==> config.mk <==
export PLATFORM = sky130hd
export DESIGN_NAME = data_bus_bridge
export DESIGN_NICKNAME = d
export VERILOG_FILES = /design/src/rtl/data_bus_bridge.sv
export SDC_FILE = /design/constraint.sdc
export NUM_CORES = 1
export LEC_CHECK = 0
export ABC_AREA = 0
export BUFFER_PORTS_ARGS = -buffer_cell sky130_fd_sc_hd__buf_4
export CAP_MARGIN = 20
export CORE_MARGIN = 5
export CORE_UTILIZATION = 35
export DETAILED_ROUTE_END_ITERATION = 8
export PLACE_DENSITY = 0.67
export SETUP_SLACK_MARGIN = 0.02
export SYNTH_ARGS = -nofsm -noshare
export SYNTH_HDL_FRONTEND = slang
export SYNTH_SLANG_ARGS = --single-unit
export TNS_END_PERCENT = 20
==> constraint.sdc <==
create_clock -name i_clk -period 3.45 [get_ports i_clk]
set_clock_uncertainty 0.15 [all_clocks]
set_input_delay 0.5175 -clock i_clk [delete_from_list [all_inputs] [get_ports i_clk]]
set_output_delay 0.5175 -clock i_clk [all_outputs]
set_load 0.1 [all_outputs]
==> src/rtl/data_bus_bridge.sv <==
`default_nettype none
// ============================================================================
// Module   : data_bus_bridge
// Purpose  : M-stage bridge from the pipeline data port to RAM and MMIO
//            slaves with address decode, req/ack handshake and error return.
//            Optional BUS_TIMEOUT_EN macro adds a WAIT-state watchdog.
// Revision : 1.0 - initial release
// ============================================================================
module data_bus_bridge #(
    parameter logic [31:0] RAM_BASE       = 32'h1000_0000,
    parameter int          RAM_SIZE_LOG2  = 16,
    parameter logic [31:0] IO_BASE        = 32'h2000_0000,
    parameter int          IO_SIZE_LOG2   = 12,
    parameter int          TIMEOUT_CYCLES = 255
) (
    input  logic                     i_clk,
    input  logic                     i_rst,
    input  logic                     i_req,
    input  logic                     i_we,
    input  logic [31:0]              i_addr,
    input  logic [31:0]              i_wdata,
    input  logic [3:0]               i_wmask,
    output logic [31:0]              o_rdata,
    output logic                     o_ack,
    output logic                     o_err,
    output logic                     o_ram_req,
    output logic                     o_ram_we,
    output logic [RAM_SIZE_LOG2-1:0] o_ram_addr,
    output logic [31:0]              o_ram_wdata,
    output logic [3:0]               o_ram_wmask,
    input  logic [31:0]              i_ram_rdata,
    input  logic                     i_ram_ack,
    output logic                     o_io_req,
    output logic                     o_io_we,
    output logic [IO_SIZE_LOG2-1:0]  o_io_addr,
    output logic [31:0]              o_io_wdata,
    output logic [3:0]               o_io_wmask,
    input  logic [31:0]              i_io_rdata,
    input  logic                     i_io_ack
);

    typedef enum logic [1:0] {
        S_IDLE = 2'd0,
        S_WAIT = 2'd1,
        S_RESP = 2'd2
    } state_t;

    state_t                   r_state;
    state_t                   w_state_nxt;
    logic                     r_sel_ram;
    logic                     r_sel_io;
    logic                     r_we;
    logic [RAM_SIZE_LOG2-1:0] r_ram_addr;
    logic [IO_SIZE_LOG2-1:0]  r_io_addr;
    logic [31:0]              r_wdata;
    logic [3:0]               r_wmask;
    logic [31:0]              r_rdata;
    logic                     r_err;

    logic                     w_ram_hit;
    logic                     w_io_hit;
    logic                     w_slave_ack;
    logic [31:0]              w_slave_rdata;
    logic                     w_accept;
    logic                     w_timeout;

    assign w_ram_hit     = (i_addr >> RAM_SIZE_LOG2) == (RAM_BASE >> RAM_SIZE_LOG2);
    assign w_io_hit      = (i_addr >> IO_SIZE_LOG2) == (IO_BASE >> IO_SIZE_LOG2);
    // Acks are qualified by the latched select so a stale ack from the other slave is ignored
    assign w_slave_ack   = (r_sel_ram & i_ram_ack) | (r_sel_io & i_io_ack);
    assign w_slave_rdata = r_sel_ram ? i_ram_rdata : i_io_rdata;

`ifdef BUS_TIMEOUT_EN
    localparam logic [15:0] c_timeout = 16'(TIMEOUT_CYCLES);
    logic [15:0] r_tmo_cnt;

    always_ff @(posedge i_clk or posedge i_rst) begin
        if (i_rst) begin
            r_tmo_cnt <= 16'd0;
        end else if (w_accept) begin
            r_tmo_cnt <= 16'd0;
        end else if (r_state == S_WAIT) begin
            r_tmo_cnt <= r_tmo_cnt + 16'd1;
        end
    end

    // Fires on the edge that closes the TIMEOUT_CYCLES-th WAIT cycle
    assign w_timeout = (r_state == S_WAIT) && ((r_tmo_cnt + 16'd1) == c_timeout);
`else
    assign w_timeout = 1'b0;
`endif

    always_comb begin
        w_state_nxt = r_state;
        w_accept    = 1'b0;
        case (r_state)
            S_IDLE: begin
                if (i_req) begin
                    w_accept    = w_ram_hit | w_io_hit;
                    w_state_nxt = (w_ram_hit | w_io_hit) ? S_WAIT : S_RESP;
                end
            end
            S_WAIT: begin
                if (w_slave_ack || w_timeout) begin
                    w_state_nxt = S_RESP;
                end
            end
            S_RESP:  w_state_nxt = S_IDLE;
            default: w_state_nxt = S_IDLE;
        endcase
    end

    always_ff @(posedge i_clk or posedge i_rst) begin
        if (i_rst) begin
            r_state    <= S_IDLE;
            r_sel_ram  <= 1'b0;
            r_sel_io   <= 1'b0;
            r_we       <= 1'b0;
            r_ram_addr <= '0;
            r_io_addr  <= '0;
            r_wdata    <= 32'd0;
            r_wmask    <= 4'd0;
            r_rdata    <= 32'd0;
            r_err      <= 1'b0;
        end else begin
            r_state <= w_state_nxt;
            if (r_state == S_IDLE && i_req) begin
                r_sel_ram  <= w_ram_hit;
                r_sel_io   <= w_io_hit & ~w_ram_hit;
                r_we       <= i_we;
                r_ram_addr <= i_addr[RAM_SIZE_LOG2-1:0];
                r_io_addr  <= i_addr[IO_SIZE_LOG2-1:0];
                r_wdata    <= i_wdata;
                r_wmask    <= i_wmask;
                r_rdata    <= 32'd0;
                r_err      <= ~(w_ram_hit | w_io_hit);
            end else if (r_state == S_WAIT) begin
                // Ack takes priority over a coincident timeout
                if (w_slave_ack) begin
                    r_rdata <= r_we ? 32'd0 : w_slave_rdata;
                    r_err   <= 1'b0;
                end else if (w_timeout) begin
                    r_rdata <= 32'd0;
                    r_err   <= 1'b1;
                end
            end
        end
    end

    assign o_ack       = (r_state == S_RESP);
    assign o_err       = o_ack & r_err;
    assign o_rdata     = o_ack ? r_rdata : 32'd0;

    assign o_ram_req   = (r_state == S_WAIT) & r_sel_ram;
    assign o_ram_we    = r_sel_ram & r_we;
    assign o_ram_addr  = r_ram_addr;
    assign o_ram_wdata = r_sel_ram ? r_wdata : 32'd0;
    assign o_ram_wmask = r_sel_ram ? r_wmask : 4'd0;

    assign o_io_req    = (r_state == S_WAIT) & r_sel_io;
    assign o_io_we     = r_sel_io & r_we;
    assign o_io_addr   = r_io_addr;
    assign o_io_wdata  = r_sel_io ? r_wdata : 32'd0;
    assign o_io_wmask  = r_sel_io ? r_wmask : 4'd0;

endmodule
`default_nettype wire
==> results of run 1 <==
-- cell type report --
type                       instances  area (µm²)
inverter                           2        8.76
multi-input combinational        389        2180
sequential                        90        2250
timing repair buffer             283        2140
tap                              176         220
clock inverter                     4        98.8
fill                            1228        6050
clock buffer                      12         246
-- synthesized netlist by cell type --
| master | instances |
|---|---|
| nor3b_1 | 1 |
| buf_4 | 13 |
| a21o_1 | 1 |
| and2b_2 | 1 |
| inv_1 | 2 |
| nand2_1 | 195 |
| a22o_1 | 1 |
| clkbuf_1 | 17 |
| a22o_4 | 1 |
| buf_1 | 1 |
| mux2i_1 | 32 |
| nor2b_1 | 1 |
| nor2_1 | 2 |
| nand3b_1 | 1 |
| nor4_1 | 4 |
| o22ai_1 | 1 |
| o31ai_1 | 2 |
| or3_4 | 1 |
| and2_1 | 109 |
| nand2b_1 | 1 |
| dfrtp_1 | 90 |
| o21ai_0 | 2 |
| buf_2 | 11 |
| o21ai_2 | 30 |
| a2bb2oi_1 | 1 |
| a21oi_2 | 1 |
| buf_6 | 3 |
| nand4_1 | 1 |
-- metrics by stage --
stage	cells	instance area (µm²)	util	setup slack [ns]	total power, W
floorplan	526	4680	-	0.271	0.00132
global placement	940	6800	0.515	1.12	0.00148
detailed placement	940	6800	0.515	1.07	0.00148
CTS	956	7140	0.541	0.832	0.00263
global route	956	7140	0.541	0.722	0.00271
finish	956	7140	0.541	0.857	0.00259
-- worst max-delay path by stage --
stage	startpoint	to	slack (ns)	cells past startpoint
floorplan	r_state[0]	o_rdata[22]	0.27	3
finish	r_sel_io	o_io_wdata[13]	0.86	3
detailed placement	r_sel_io	r_rdata[30]	1.07	5
global placement	r_sel_ram	r_rdata[31]	1.12	4
CTS	r_sel_io	o_io_wdata[13]	0.83	3
global route	r_sel_io	o_io_wdata[13]	0.72	3
-- cells in the final DEF, fill, tap and decap left out, types with 2 or more instances in the layout --
| master | instances |
|---|---|
| clkbuf_16 | 9 |
| o31ai_1 | 2 |
| and2_1 | 109 |
| dfrtp_1 | 89 |
| nor4_1 | 4 |
| o21ai_2 | 30 |
| mux2i_1 | 32 |
| clkbuf_1 | 2 |
| bufinv_16 | 3 |
| nand2_1 | 194 |
| nor2_1 | 2 |
| o21ai_0 | 2 |
| buf_4 | 282 |
-- state kept, by name (all words and copies together), names as in the netlist --
name / count
r_rdata: 32
r_wdata: 32
o_ram_addr: 16
r_wmask: 4
r_state: 2
r_err: 1
r_sel_io: 1
r_sel_ram: 1
r_we: 1
-- power by group --
group / internal, W / switching [W]
Combinational: 0.000141 / 0.000206
Clock: 0.000730 / 0.000405
Sequential: 0.00109 / 0.0000247
-- logic make-up (layout without fill, tap and decap cells) --
family                 count (synthesis)  in the layout  synth area share
AOI/OAI and AO/OA                     40             40            0.0738
and+or+nand+nor                      317            317             0.321
DFF                                   90             90             0.481
muxes                                 32             32            0.0684
buffers and inverters                 47            301            0.0559
-- worst max-delay path, cell delays in order (launching register included) --
cell and delay (ns):
dfrtp_1 0.82, buf_4 0.30, and2_1 0.15, buf_4 0.30
-- layer usage --
layer | track usage | vias to the layer above | wire length [µm]
met3 | 0.0910 | 24 | 1670
met1 | 0.212 | 1995 | 5780
met2 | 0.316 | 207 | 7300
met5 | 0 | - | 0
li1 | - | 2145 | -
met4 | 0.0612 | 0 | 340
==> flow_summary.toml, run 1 <==
[clock_tree]
cts_sinks = 90
cts_hold_buf = 0
cts.repair.resized = 0
clk_pin_slew_ns = 0.06
cts_root_buf = "clkbuf_16"
cts_setup_buffers = 0
clock_path_buffers = 2
cts_made_buffers = 9
cts-htree-levels = 3
clock_latency_ns = 0.34
cts_tree = "built"

[synth]
ys_warn_count = 0
syn_nets = 664
yosysTopAreaCell = "dfrtp_1"
netlist_top_cells_area = "dfrtp_1, nand2_1, and2_1"
ys_ff_latch = 90
synthCells = 526
yosysSeqAreaShare = 0.481
avgSynthCellArea_um2 = 8.90
yosysTopAreaCellShare = 0.481
ys_types = 28
synthesis.area_um2 = 4680

[floorplan]
die_area_um2 = 15800
die_width_um = 126
row_count = 42
core_um2 = 13200
die_h_um = 126
start_util = 0.355
io_pins = 276

[sta]
slew_violations = 0
whs_ns = 0.127
min_period_over_period = 0.752
rsz0062_at_grt = "no"
worst_pin_slew_ns = 0.922
report.final.setup_viol = 0
hold_violations = 0
clock.fmax_mhz = 386
slew_headroom = 0.385
fin_crit_ns = 2.59
tns_ns = 0

[route]
first_pass_iters = 4
num_vias = 4371
drt-wirelength-per-cell_um = 15.8
drtIter0Drc = 166
routed_wl_mm = 15.1
drc = 0
ant_nets = 0
drt-vias-per-instance = 4.57

[worst_setup_path]
reg2reg_from = "r_sel_io"
crit_type = "register to primary output"
cp_max_fo = 29
critPathCaptureType = "primary output"
r2r_slack_ns = 1.07
crit_required_ns = 2.78
ff2ff_path_depth = 5
crit_path_start_kind = "register"
arrival_ns = 1.93
r2r-end = "r_rdata[30]"

[power]
powerDensity_nw_per_um2 = 363
vdd_drop_max_mv = 0.287
p_leak_nw = 3.81

[global_route]
grt_overflow_total = 0
antenna_found_initial = 0
grt_pass1_wl_mm = 23.9
track_usage = 0.189
grt_max_degree = 53
grt_pass1_vias = 4611

[run_status]
status = "complete, no violations"

[placement]
port_buffers = 275
dpl.hpwl_mm = 11.7
gp_congestion = 0.840

[layout]
nets = 913
areaGrowthSynthToFinish_pct = 52.6
antenna_cells = 0
drive_above_1_share = 0.431

[worst_hold_path]
hold_path_class = "primary input to async pin"

[job]
cap_violations = 0
Note: power is estimated with default switching activity, not from simulation.
==> run 2: changes to the inputs <==
ABC_AREA = 1   (was 0)
PLACE_DENSITY = 0.69   (was 0.67)
clock period = 2.3 ns   (was 3.45 ns; I/O delays follow)
==> flow_summary.toml, run 2 <==
[clock_tree]
cts_sinks = 90
cts_tree = "built"
cts_root_buf = "clkbuf_16"
cts_hold_buf = 0
cts-htree-levels = 3
cts_made_buffers = 9
clk_pin_slew_ns = 0.06
cts_setup_buffers = 0
clock_path_buffers = 2
clock_latency_ns = 0.32

[worst_setup_path]
path_cells = "nor2_4 -> inv_8 -> nor2_4 -> buf_4"
critPathCaptureType = "primary output"
cp_slowest_cell = "dfrtp_1"
crit_required_ns = 1.80
cp_max_fo = 33
crit_type = "register to primary output"
arrival_ns = 1.62
crit_path_max_incr_delay_ns = 0.46
crit_path_start_kind = "register"
cp_common_cell = "nor2_4"

[layout]
drive_above_1_share = 0.373
fin_cells = 1084
stdcell_area_um2 = 7370
layout_commonest_cell = "buf_4"
nets = 1042
antenna_cells = 0
areaGrowthSynthToFinish_pct = 55.0
mostFrequentLayoutCells = "buf_4, nand2_1, inv_1"

[sta]
hold_violations = 7
report.final.setup_viol = 0
fin_crit_ns = 2.12
min_period_over_period = 0.920
rsz0062_at_grt = "no"
slew_violations = 0
clock.fmax_mhz = 472
setup_ws_ns = 0.183
slew_headroom = 0.381
whs_ns = -0.00902
worst_pin_slew_ns = 0.929

[global_route]
grt_pass1_wl_mm = 23.4
antenna_found_initial = 0
grt_max_degree = 91
grt_pass1_vias = 4605
grt_overflow_total = 0
track_usage = 0.180

[route]
drt-wirelength-per-cell_um = 13.5
drtIter0Drc = 253
ant_nets = 0
num_vias = 4651
first_pass_iters = 4
routed_wl_mm = 14.7
drt-vias-per-instance = 4.29
drc = 0

[placement]
port_buffers = 275
dp.cells = 1069
place_area_um2 = 7100
gp_congestion = 0.796
pre_cts_slack_ns = 0.268
dpl.hpwl_mm = 11.0

[floorplan]
io_pins = 276
die_h_um = 127
row_count = 42
start_util = 0.358
die_width_um = 127
core_um2 = 13300
die_area_um2 = 16000

[power]
powerDensity_nw_per_um2 = 674
finalPower_w = 0.00497
power_frac_seq = 0.367
p_sw_frac = 0.413
p_comb_frac = 0.370
cell_internal_pwr_w = 0.00292
vdd_drop_max_mv = 0.474
p_clk_frac = 0.263
p_leak_nw = 4.35
netSwitchingPower_w = 0.00205

[synth]
yosysTopAreaCell = "dfrtp_1"
async_reset_ff_frac = 1.00
synthesis.area_um2 = 4760
yosysTopAreaCellShare = 0.474
avgSynthCellArea_um2 = 7.25
synth_flop_cell = "dfrtp_1"
yosysMostFrequentCell = "nand2_1"
yosysSeqAreaShare = 0.474
synth_edf_count = 0
netlist_top_cells_area = "dfrtp_1, nand2_1, inv_1"
ys_warn_count = 0
ys_ff_latch = 90
synthCells = 656
syn_nets = 794
synth_common_cells = "nand2_1, inv_1, dfrtp_1"
ys_types = 21

[run_status]
violations = "negative hold slack"
status = "finished with violations"

[worst_hold_path]
hold_path_class = "primary input to async pin"

[job]
cap_violations = 0
-- run 2: power groups by stage --
stage	clock [W]	sequential, W	combinational, W
4_1_cts	0.00136	0.00183	0.00186
3_3_place_gp	0	0.00185	0.00184
3_5_place_dp	0	0.00185	0.00186
5_1_grt	0.00142	0.00184	0.00194
6_report	0.00130	0.00182	0.00184
2_1_floorplan	0	0.00209	0.00116
-- run 2: metal layers --
layer / part of all wire / GRT usage / vias up
li1: - / - / 2397
met2: 0.47 / 0.288 / 184
met5: 0 / 0 / -
met3: 0.093 / 0.0525 / 20
met1: 0.42 / 0.233 / 2050
met4: 0.020 / 0.0599 / 0
-- run 2: layout make-up --
type | instances | area (µm²)
Clock buffer | 11 | 243
Clock inverter | 4 | 20.0
Fill cell | 1321 | 5920
Inverter | 118 | 454
Multi-Input combinational cell | 404 | 2030
Sequential cell | 90 | 2250
Tap cell | 176 | 220
Timing Repair Buffer | 281 | 2150
-- run 2: stage by stage --
stage / setup TNS (ns) / utilization
3_5_place_dp: 0 / 0.534
6_report: 0 / 0.554
2_1_floorplan: -1.25 / -
5_1_grt: 0 / 0.554
3_3_place_gp: 0 / 0.534
4_1_cts: 0 / 0.554
-- run 2: final timing paths --
path	startpoint	to	slack, ns	depth (start not counted)
max	r_state[0]	o_rdata[1]	0.18	4
min	i_rst	r_rdata[26]	-0.009	3
max reg2reg	r_state[0]	r_err	0.52	5
min reg2reg	o_ram_addr[13]	o_ram_addr[13]	0.33	2
max in group asynchronous	i_rst	r_sel_ram	1.60	3
min in group i_clk	i_wdata[1]	r_wdata[1]	0.06	3
-- run 2: cells by family after synthesis --
logic type,synth area share
compound gates,0.0387
buf+inv,0.149
flops,0.474
mux,0.0674
simple gates,0.271
-- run 2: what timing repair did --
action | 4_1_cts | 5_1_grt
endpoints found under the hold margin | 0 | 0
gates resized for setup | 1 | 2
cloned | 0 | 0
endpoints found under the setup margin | 33 | 5
-- run 2: worst max-delay path: cells and delay by family (launching register included) --
| family | cells | cell delay (ns) |
|---|---|---|
| and+or+nand+nor | 2 | 0.33 |
| DFF | 1 | 0.46 |
| buffers and inverters | 2 | 0.47 |
